$ cat src/rtl/wrf_pkt_gen.sv
// WR-fabric frame generator: emits broadcast Ethernet frames with a seeded
// LFSR payload on a 16-bit pipelined fabric and counts completed/aborted frames.
module wrf_pkt_gen #(
    parameter logic [47:0] g_src_mac     = 48'h010203040506,
    parameter int unsigned g_ack_timeout = 1024
) (
    input  logic        clk_i,
    input  logic        rst_i,
    input  logic        cfg_en_i,
    input  logic [10:0] cfg_len_i,
    input  logic [15:0] cfg_gap_i,
    input  logic [15:0] cfg_num_i,
    input  logic [15:0] cfg_seed_i,
    output logic        src_cyc_o,
    output logic        src_stb_o,
    output logic        src_we_o,
    output logic [1:0]  src_adr_o,
    output logic [1:0]  src_sel_o,
    output logic [15:0] src_dat_o,
    input  logic        src_stall_i,
    input  logic        src_ack_i,
    input  logic        src_err_i,
    output logic        busy_o,
    output logic [31:0] frames_o,
    output logic [31:0] errs_o
);

    typedef enum logic [2:0] {
        S_IDLE = 3'd0,
        S_HDR  = 3'd1,
        S_PAY  = 3'd2,
        S_WACK = 3'd3,
        S_GAP  = 3'd4,
        S_DONE = 3'd5
    } state_t;

    localparam int unsigned TMO_W    = $clog2(g_ack_timeout + 1);
    localparam logic [TMO_W-1:0] TMO_LAST = TMO_W'(g_ack_timeout - 1);
    localparam logic [15:0] LFSR_MASK = 16'hB400;   // x^16+x^14+x^13+x^11+1
    localparam logic [15:0] LFSR_INIT = 16'hACE1;

    // One step of the right-shifting Galois LFSR
    function automatic logic [15:0] lfsr_step(input logic [15:0] v);
        if (v[0]) begin
            return (v >> 1) ^ LFSR_MASK;
        end else begin
            return v >> 1;
        end
    endfunction

    // Clear bit 0, then clamp to the legal Ethernet payload range
    function automatic logic [10:0] eff_len(input logic [10:0] len);
        logic [10:0] l;
        l = {len[10:1], 1'b0};
        if (l < 11'd46) begin
            l = 11'd46;
        end else if (l > 11'd1500) begin
            l = 11'd1500;
        end else begin
            l = l;
        end
        return l;
    endfunction

    // Address words 0..5 of the header (broadcast dst, then our MAC)
    function automatic logic [15:0] hdr_word(input logic [2:0] k);
        case (k)
            3'd0, 3'd1, 3'd2: return 16'hFFFF;
            3'd3:             return g_src_mac[47:32];
            3'd4:             return g_src_mac[31:16];
            3'd5:             return g_src_mac[15:0];
            default:          return 16'h0000;
        endcase
    endfunction

    state_t             state_q, state_d;
    logic               cyc_q, cyc_d, stb_q, stb_d, busy_q, busy_d;
    logic [1:0]         sel_q;
    logic [15:0]        dat_q, dat_d, lfsr_q, lfsr_d, seed_s;
    logic [9:0]         wcnt_q, wcnt_d;
    logic [10:0]        len_q, len_d;
    logic [15:0]        idx_q, idx_d, num_q, num_d, gap_q, gap_d;
    logic [11:0]        out_q, out_d;
    logic [TMO_W-1:0]   tmo_q, tmo_d;
    logic [31:0]        frames_q, frames_d, errs_q, errs_d;
    logic               acc_s, in_frame_s, start_s, abort_s;

    assign acc_s      = stb_q & ~src_stall_i;
    assign in_frame_s = (state_q == S_HDR) || (state_q == S_PAY) || (state_q == S_WACK);
    assign seed_s     = cfg_seed_i + idx_d;

    // Next-state logic for the frame sequencer, counters and bus outputs
    always_comb begin
        state_d  = state_q;
        cyc_d    = cyc_q;
        stb_d    = stb_q;
        dat_d    = dat_q;
        wcnt_d   = wcnt_q;
        len_d    = len_q;
        lfsr_d   = lfsr_q;
        idx_d    = idx_q;
        num_d    = num_q;
        gap_d    = gap_q;
        tmo_d    = tmo_q;
        frames_d = frames_q;
        errs_d   = errs_q;
        start_s  = 1'b0;
        abort_s  = 1'b0;

        // Outstanding acks: simultaneous accept and ack cancel out
        if (in_frame_s && acc_s && !src_ack_i) begin
            out_d = out_q + 12'd1;
        end else if (in_frame_s && !acc_s && src_ack_i && (out_q != 12'd0)) begin
            out_d = out_q - 12'd1;
        end else begin
            out_d = out_q;
        end

        case (state_q)
            S_IDLE: begin
                if (cfg_en_i) begin
                    idx_d   = 16'd0;
                    start_s = 1'b1;
                end else begin
                    state_d = S_IDLE;
                end
            end
            S_HDR: begin
                if (src_err_i) begin
                    abort_s = 1'b1;
                end else if (acc_s && (wcnt_q == 10'd6)) begin
                    state_d = S_PAY;
                    wcnt_d  = 10'd0;
                    dat_d   = lfsr_q;
                end else if (acc_s) begin
                    wcnt_d = wcnt_q + 10'd1;
                    dat_d  = (wcnt_q == 10'd5) ? {5'd0, len_q} : hdr_word(wcnt_q[2:0] + 3'd1);
                end else begin
                    dat_d = dat_q;
                end
            end
            S_PAY: begin
                if (src_err_i) begin
                    abort_s = 1'b1;
                end else if (acc_s) begin
                    lfsr_d = lfsr_step(lfsr_q);
                    dat_d  = lfsr_step(lfsr_q);
                    if (wcnt_q == (len_q[10:1] - 10'd1)) begin
                        stb_d   = 1'b0;
                        tmo_d   = '0;
                        state_d = S_WACK;
                    end else begin
                        wcnt_d = wcnt_q + 10'd1;
                    end
                end else begin
                    dat_d = dat_q;
                end
            end
            S_WACK: begin
                if (src_err_i) begin
                    abort_s = 1'b1;
                end else if (out_q == 12'd0) begin
                    cyc_d    = 1'b0;
                    frames_d = frames_q + 32'd1;
                    idx_d    = idx_q + 16'd1;
                    gap_d    = (cfg_gap_i == 16'd0) ? 16'd1 : cfg_gap_i;
                    state_d  = S_GAP;
                end else if (src_ack_i) begin
                    tmo_d = '0;
                end else if (tmo_q == TMO_LAST) begin
                    abort_s = 1'b1;
                end else begin
                    tmo_d = tmo_q + 1'b1;
                end
            end
            S_GAP: begin
                if (gap_q > 16'd1) begin
                    gap_d = gap_q - 16'd1;
                end else if ((num_q != 16'd0) && (idx_q == num_q)) begin
                    state_d = S_DONE;
                end else if (cfg_en_i) begin
                    start_s = 1'b1;
                end else begin
                    state_d = S_IDLE;
                end
            end
            S_DONE: begin
                if (!cfg_en_i) begin
                    state_d = S_IDLE;
                end else begin
                    state_d = S_DONE;
                end
            end
            default: begin
                state_d = S_IDLE;
                cyc_d   = 1'b0;
                stb_d   = 1'b0;
            end
        endcase

        // Abandon the current frame; the gap still applies before any restart
        if (abort_s) begin
            cyc_d   = 1'b0;
            stb_d   = 1'b0;
            errs_d  = errs_q + 32'd1;
            out_d   = 12'd0;
            gap_d   = (cfg_gap_i == 16'd0) ? 16'd1 : cfg_gap_i;
            state_d = S_GAP;
        end else begin
            errs_d = errs_d;
        end

        // Frame start: sample configuration and present the first dst word
        if (start_s) begin
            state_d = S_HDR;
            cyc_d   = 1'b1;
            stb_d   = 1'b1;
            dat_d   = 16'hFFFF;
            wcnt_d  = 10'd0;
            len_d   = eff_len(cfg_len_i);
            num_d   = cfg_num_i;
            out_d   = 12'd0;
            tmo_d   = '0;
            lfsr_d  = (seed_s == 16'd0) ? LFSR_INIT : seed_s;
        end else begin
            lfsr_d = lfsr_d;
        end

        busy_d = (state_d != S_IDLE) && (state_d != S_DONE);
    end

    // State and output registers with synchronous reset
    always_ff @(posedge clk_i) begin
        if (rst_i) begin
            state_q  <= S_IDLE;
            cyc_q    <= 1'b0;
            stb_q    <= 1'b0;
            sel_q    <= 2'b00;
            dat_q    <= 16'h0000;
            wcnt_q   <= 10'd0;
            len_q    <= 11'd46;
            lfsr_q   <= LFSR_INIT;
            idx_q    <= 16'd0;
            num_q    <= 16'd0;
            gap_q    <= 16'd1;
            out_q    <= 12'd0;
            tmo_q    <= '0;
            frames_q <= 32'd0;
            errs_q   <= 32'd0;
            busy_q   <= 1'b0;
        end else begin
            state_q  <= state_d;
            cyc_q    <= cyc_d;
            stb_q    <= stb_d;
            sel_q    <= 2'b11;
            dat_q    <= dat_d;
            wcnt_q   <= wcnt_d;
            len_q    <= len_d;
            lfsr_q   <= lfsr_d;
            idx_q    <= idx_d;
            num_q    <= num_d;
            gap_q    <= gap_d;
            out_q    <= out_d;
            tmo_q    <= tmo_d;
            frames_q <= frames_d;
            errs_q   <= errs_d;
            busy_q   <= busy_d;
        end
    end

    assign src_cyc_o = cyc_q;
    assign src_stb_o = stb_q;
    assign src_we_o  = cyc_q;
    assign src_adr_o = 2'b00;
    assign src_sel_o = sel_q;
    assign src_dat_o = dat_q;
    assign busy_o    = busy_q;
    assign frames_o  = frames_q;
    assign errs_o    = errs_q;

endmodule
$ cat config.mk
export PLATFORM = sky130hd
export DESIGN_NAME = wrf_pkt_gen
export DESIGN_NICKNAME = d
export VERILOG_FILES = /design/src/rtl/wrf_pkt_gen.sv
export SDC_FILE = /design/constraint.sdc
export NUM_CORES = 1
export LEC_CHECK = 0
export ABC_CLOCK_PERIOD_IN_PS = 12000
export CAP_MARGIN = 20
export CORE_MARGIN = 8
export CORE_UTILIZATION = 30
export DETAILED_ROUTE_END_ITERATION = 8
export SLEW_MARGIN = 20
export SYNTH_ARGS = -nofsm -noshare
export SYNTH_HDL_FRONTEND = slang
export SYNTH_SLANG_ARGS = --single-unit
$ cat constraint.sdc
create_clock -name clk_i -period 12 [get_ports clk_i]
set_input_delay 2.4 -clock clk_i [delete_from_list [all_inputs] [get_ports clk_i]]
set_output_delay 2.4 -clock clk_i [all_outputs]
set_load 0.005 [all_outputs]
# Word-level counts from Yosys, hierarchy flattened
# Cells that the tools add are included.
word_totals:
  ff_bits: 196
  in_bits: 65
  output_inout_bits: 88
  wordCells: 193
classes:
  addsub: 11
  order_cmp: 3
  eq_ne: 40
  mux: 78
  n_bitwise: 4
  reduce_logical: 41
op_table:
  columns: ["operator", "n"]
  rows:
  - ["$mux W16", 19]
  - ["$mux W11", 9]
  - ["$pmux W16 S2", 3]
  - ["$add A32 B1 Y32 const B", 2]
  - ["$pmux W16 S4", 1]
  - ["$mux W10", 6]
  - ["$mux W3", 13]
  - ["$logic_not A16 Y1", 2]
  - ["$mux W12", 2]
  - ["$pmux W11 S2", 1]
  - ["$ne A3 B3 Y1 const B", 7]
  - ["$eq A10 B3 Y1 const B", 2]
  - ["$pmux W10 S2", 1]
  - ["$pmux W3 S6", 1]
  - ["$mux W1", 17]
  - ["$add A16 B1 Y16 const B", 1]
  - ["$add A16 B16 Y16", 1]
  - ["$eq A16 B16 Y1", 1]
  - ["$gt A16 B1 Y1 const B", 1]
  - ["$reduce_bool A16 Y1", 1]
  - ["$sub A16 B1 Y16 const B", 1]
  - ["$add A12 B1 Y12 const B", 1]
  - ["$eq A3 B2 Y1 const B", 4]
  - ["$eq A3 B3 Y1 const B", 4]
  - ["other kinds (37)", 76]

# Logic depth before layout (Yosys ltp)
depth:
  word_depth: 10
  mapped_depth: 17
  ltp_nobuf: 16

# Least setup slack after synthesis
# No wires, ideal clock.
synth_timing:
  path_kind: "input -> register"
  from: "in cfg_en_i"
  to: "reg lfsr_q[0]"
  setup_ns: 0.078
  t_arrival_ns: 6.353
  required_ns: 11.922
  path_slack_ns: 5.569
  cell_stages: 14
  path_buffers: 0
  path_cell_list: "or3b_2 -> a21oi_1 -> o21ai_0 -> mux2_2 -> ha_1 -> fa_1 -> a211oi_1 -> o211ai_1 -> a2111o_1 -> nand4_1 -> or3b_1 -> nor4_1 -> nand2_1 -> a32oi_1"
synth_between:
  elab_chain_len: 6
synth_lines:
  columns: ["item", "line_no", "rtl"]
  rows:
  - ["start: declaration", "9", "input logic cfg_en_i,"]
  - ["$mux W16 (*)", "121", "if (cfg_en_i) begin"]
  - ["$pmux W16 S2 (*)", "119", "case (state_q)"]
  - ["via idx_d[0]", "82", "logic [15:0] idx_q, idx_d, num_q, num_d, gap_q, gap_d;"]
  - ["$add A16 B16 Y16 (*)", "90", "assign seed_s = cfg_seed_i + idx_d;"]
  - ["$logic_not A16 Y1", "224", "lfsr_d = (seed_s == 16'd0) ? LFSR_INIT : seed_s;"]
  - ["$mux W16 (*)", "224", null]
  - ["$mux W16 (*)", "214", "if (start_s) begin"]
  - ["end signal: assignment", "259", "lfsr_q <= lfsr_d;"]
  - ["end: declaration", "79", "logic [15:0] dat_q, dat_d, lfsr_q, lfsr_d, seed_s;"]
# Mark *: on every way through the listed nets, which the timed path passes. The rest lies on a longest branch.
# A chain may end at the register's enable or synchronous reset.

# Worst setup path after layout
# Ends and elaborated chain as after synthesis.

==> metrics <==
run status=complete, no violations; achievable frequency=around 130 MHz; Fillers=around 3900; synth warn=0; sw frac=0.291; Core ar.=0.0375 mm²; Startpoint Class=input port; post-synthesis sequential area ratio=0.341; Area Growth Syn to Fin=22.2%; dominant cell type by area after synthesis=dfxtp_1; Min-Delay Path Class=reg2reg; CP Max Fanout=6; crit-path leading delay family=compound AO/OA/AOI/OAI gates; Final WS setup=roughly 4500 ps; num ports=153; crit path buf inv count=1; ANT nets after route=0; via count=between 10000 and 15000; Post-DP HPWL=25200 µm; number of flops mapped to enable cells by yosys=0; mapped cell area=between 0.01 and 0.015 mm²; Final setup viols=0; Async SR Flop Fraction=0; Comb power frac=0.142; worst-margin pin slew=1020 ps; IO Port Bufs=between 100 and 150; DRT Pass-1 Iters=5; Synth area leaders=dfxtp_1 (34%), nor2_1 (6.6%), xor2_1 (4.7%); CTS tree=done; PwrDens=approximately 110 mW/mm²; clock root cell=clkbuf_16; Die Ht=around 210 µm; part of the power in registers=0.463; # rows=slightly above 70; crit path DAT=slightly below 8000 ps; RSZ-0062 raised after global routing=false; Leak=around 5.1 nW; non-filler cells in the finished layout=2050; Clk Latency, worst-skew pair=450 ps; Worst VDD drop=around 110 µV; Setup CP Type=in2reg; total clock buffers created by CTS=17; Tcrit/Tclk final=0.622; DIE AREA=around 0.044 mm²; #FFs+latches synth=194; global route total overflow=0; hold_buf cts=0; H-Tree Depth=4; final RePlAce weighted congestion=around 0.86; Starting Density=0.304; Worst-path clk slew=roughly 80 ps; Hold WS=between 400 and 500 ps; max_cap viols=0; top-area cell type share of the netlist area=0.341; final setup TNS=0 ps; vias in the first global route=between 9000 and 10000; largest net degree at the start of global routing=72; prevailing post-synth register cell=dfxtp_1; Total GRT Usage=0.146; Rel. slew slack=0.321; Die X=~210 µm; max-slew violations=0; post-cts resize count=0; DP Worst Slack=~4200 ps; Clock power frac=0.395; WL/cell=roughly 16 µm; Netlist cell types=85; DRT iter0 DRCs=830; Syn Area/Cell=between 8 and 9 µm²; CP peak stage delay=about 620 ps; internal power=about 1.1 mW; Vias/cell=roughly 5.2; clock skew=around 15 ps; DRC violations left=0; fin crit period=7460 ps; first-pass GRT wire length=roughly 53000 µm; Layout Nets=about 1600; postcts setup bufs=0; CTS Sinks=194; Max stage delay cell, worst path=a211oi_1; Crit. End Element=flip-flop; placed instance count=around 2000; share of layout cells above drive strength 1=0.0468; worst-case clock buffer depth=2; total chip power=approximately 1.5 mW; Cell Chain, Critical Path=clkdlybuf4s50_1 > or3b_2 > a21oi_1 > o21ai_0 > mux2_2 > ha_1 > fa_1 > a211oi_1 > o211ai_1 > a2111o_1 > nand4_1 > or3b_1 > nor4_1 > nand2_1 > a32oi_1; Synth Instances=roughly 1400; worst path required time=between 10000 and 15000 ps; Net Switching=~0.44 mW; initial antenna violation count=1; Final Hold Viols=0; Total Wirelength=between 30000 and 40000 µm
[layout by cell type (no fill, tap or decap), drive strengths merged, types with 29 or more instances in the layout]
master,count
a211oi,31
a21oi,65
clkdlybuf4s50,148
dfxtp,194
ha,38
inv,40
mux2i,45
nand2,111
nand3,64
nor2,203
nor3,29
o21ai,91
xnor2,48
xor2,61
[path summary, 6_finish.rpt]
check | slack, ps | endpoint | startpoint | cells past startpoint
setup / recovery | 4540 | lfsr_q[0]$_SDFFE_PP1P_ | cfg_en_i | 15
hold / removal | 440 | tmo_q[10]$_SDFFE_PP0P_ | tmo_q[10]$_SDFFE_PP0P_ | 2
setup reg to reg | 6230 | lfsr_q[0]$_SDFFE_PP1P_ | out_q[0]$_SDFFE_PP0P_ | 14
hold reg to reg | 440 | tmo_q[10]$_SDFFE_PP0P_ | tmo_q[10]$_SDFFE_PP0P_ | 2
[area by class of cell]
cell class              count  area [µm²]  share of cell area
clock inverters            14         174              0.0125
well taps                 511         639              0.0459
inverters                  35         131             0.00944
flip-flops and latches    194        3880               0.279
diodes                      1        2.50            0.000180
multi-input cells        1121        7100               0.510
repair buffers            156        1540               0.111
clock buffers              18         439              0.0316
[state kept, by name, summed over array words and instances (netlist names)]
register and cells:
src_sel_o 1, num_q 16, src_stb_o 1, gap_q 16, src_dat_o 16, src_cyc_o 1
tmo_q 11, busy_o 1, len_q 10, wcnt_q 10, lfsr_q 16, out_q 12
errs_o 32, idx_q 16, frames_o 32, state_q 3
[power by group through the flow]
| stage | Sequential, mW | Clock [mW] | Combinational [mW] |
|---|---|---|---|
| floorplan | 0.700 | 0 | 0.139 |
| global placement | 0.711 | 0 | 0.212 |
| detailed placement | 0.712 | 0 | 0.214 |
| CTS | 0.697 | 0.611 | 0.215 |
| global route | 0.701 | 0.642 | 0.236 |
| finish | 0.697 | 0.595 | 0.214 |
[stage by stage]
step           utilization  instance area, µm²
2_1_floorplan            -               11400
3_3_place_gp         0.355               13300
3_5_place_dp         0.355               13300
4_1_cts              0.371               13900
5_1_grt              0.371               13900
6_report             0.371               13900
[cell families after synthesis]
kind of cell,synth area share
flip-flops,0.341
adder cells (fa/ha/maj),0.0453
other,0.000329
multiplexers,0.0485
buffers and inverters,0.0372
AND/OR/NAND/NOR,0.261
AO/OA/AOI/OAI,0.182
XOR/XNOR,0.0838
[metal layers]
layer / routed length, µm / global-route usage
met5: 0 / 0
met4: 754 / 0.0512
met3: 1740 / 0.0257
met2: 14500 / 0.225
met1: 16100 / 0.202
[synthesized netlist by cell type, drive strengths merged, types with 5 or more instances]
cell type  number
or4            14
a2111oi         5
buf            15
or2             7
ha             38
inv            35
clkbuf         55
o21ai          91
and3           24
nand3          64
o31ai          15
o21a            7
nand4          27
nand3b          7
and2           25
a21o           11
o211ai         16
a32oi           7
o22ai           7
nand2         111
dfxtp         194
a22oi           8
xor2           61
a211oi         31
nor2b           9
nor3b           8
nor4           23
and4            6
or3            27
mux2            9
mux2i          45
xnor2          48
a21oi          65
o311ai          5
nor2          203
a31oi          15
nor3           29
[worst reg2reg max path, stage by stage (launching register included)]
cell and delay [ps]:
dfxtp_1 360, or4_4 560, nor4_2 770, o21ai_0 250, mux2_2 360, ha_1 230
fa_1 410, a211oi_1 620, o211ai_1 280, a2111o_1 480, nand4_1 110, or3b_1 400
nor4_1 360, nand2_1 250, a32oi_1 270
(Power assumes the default switching activity.)
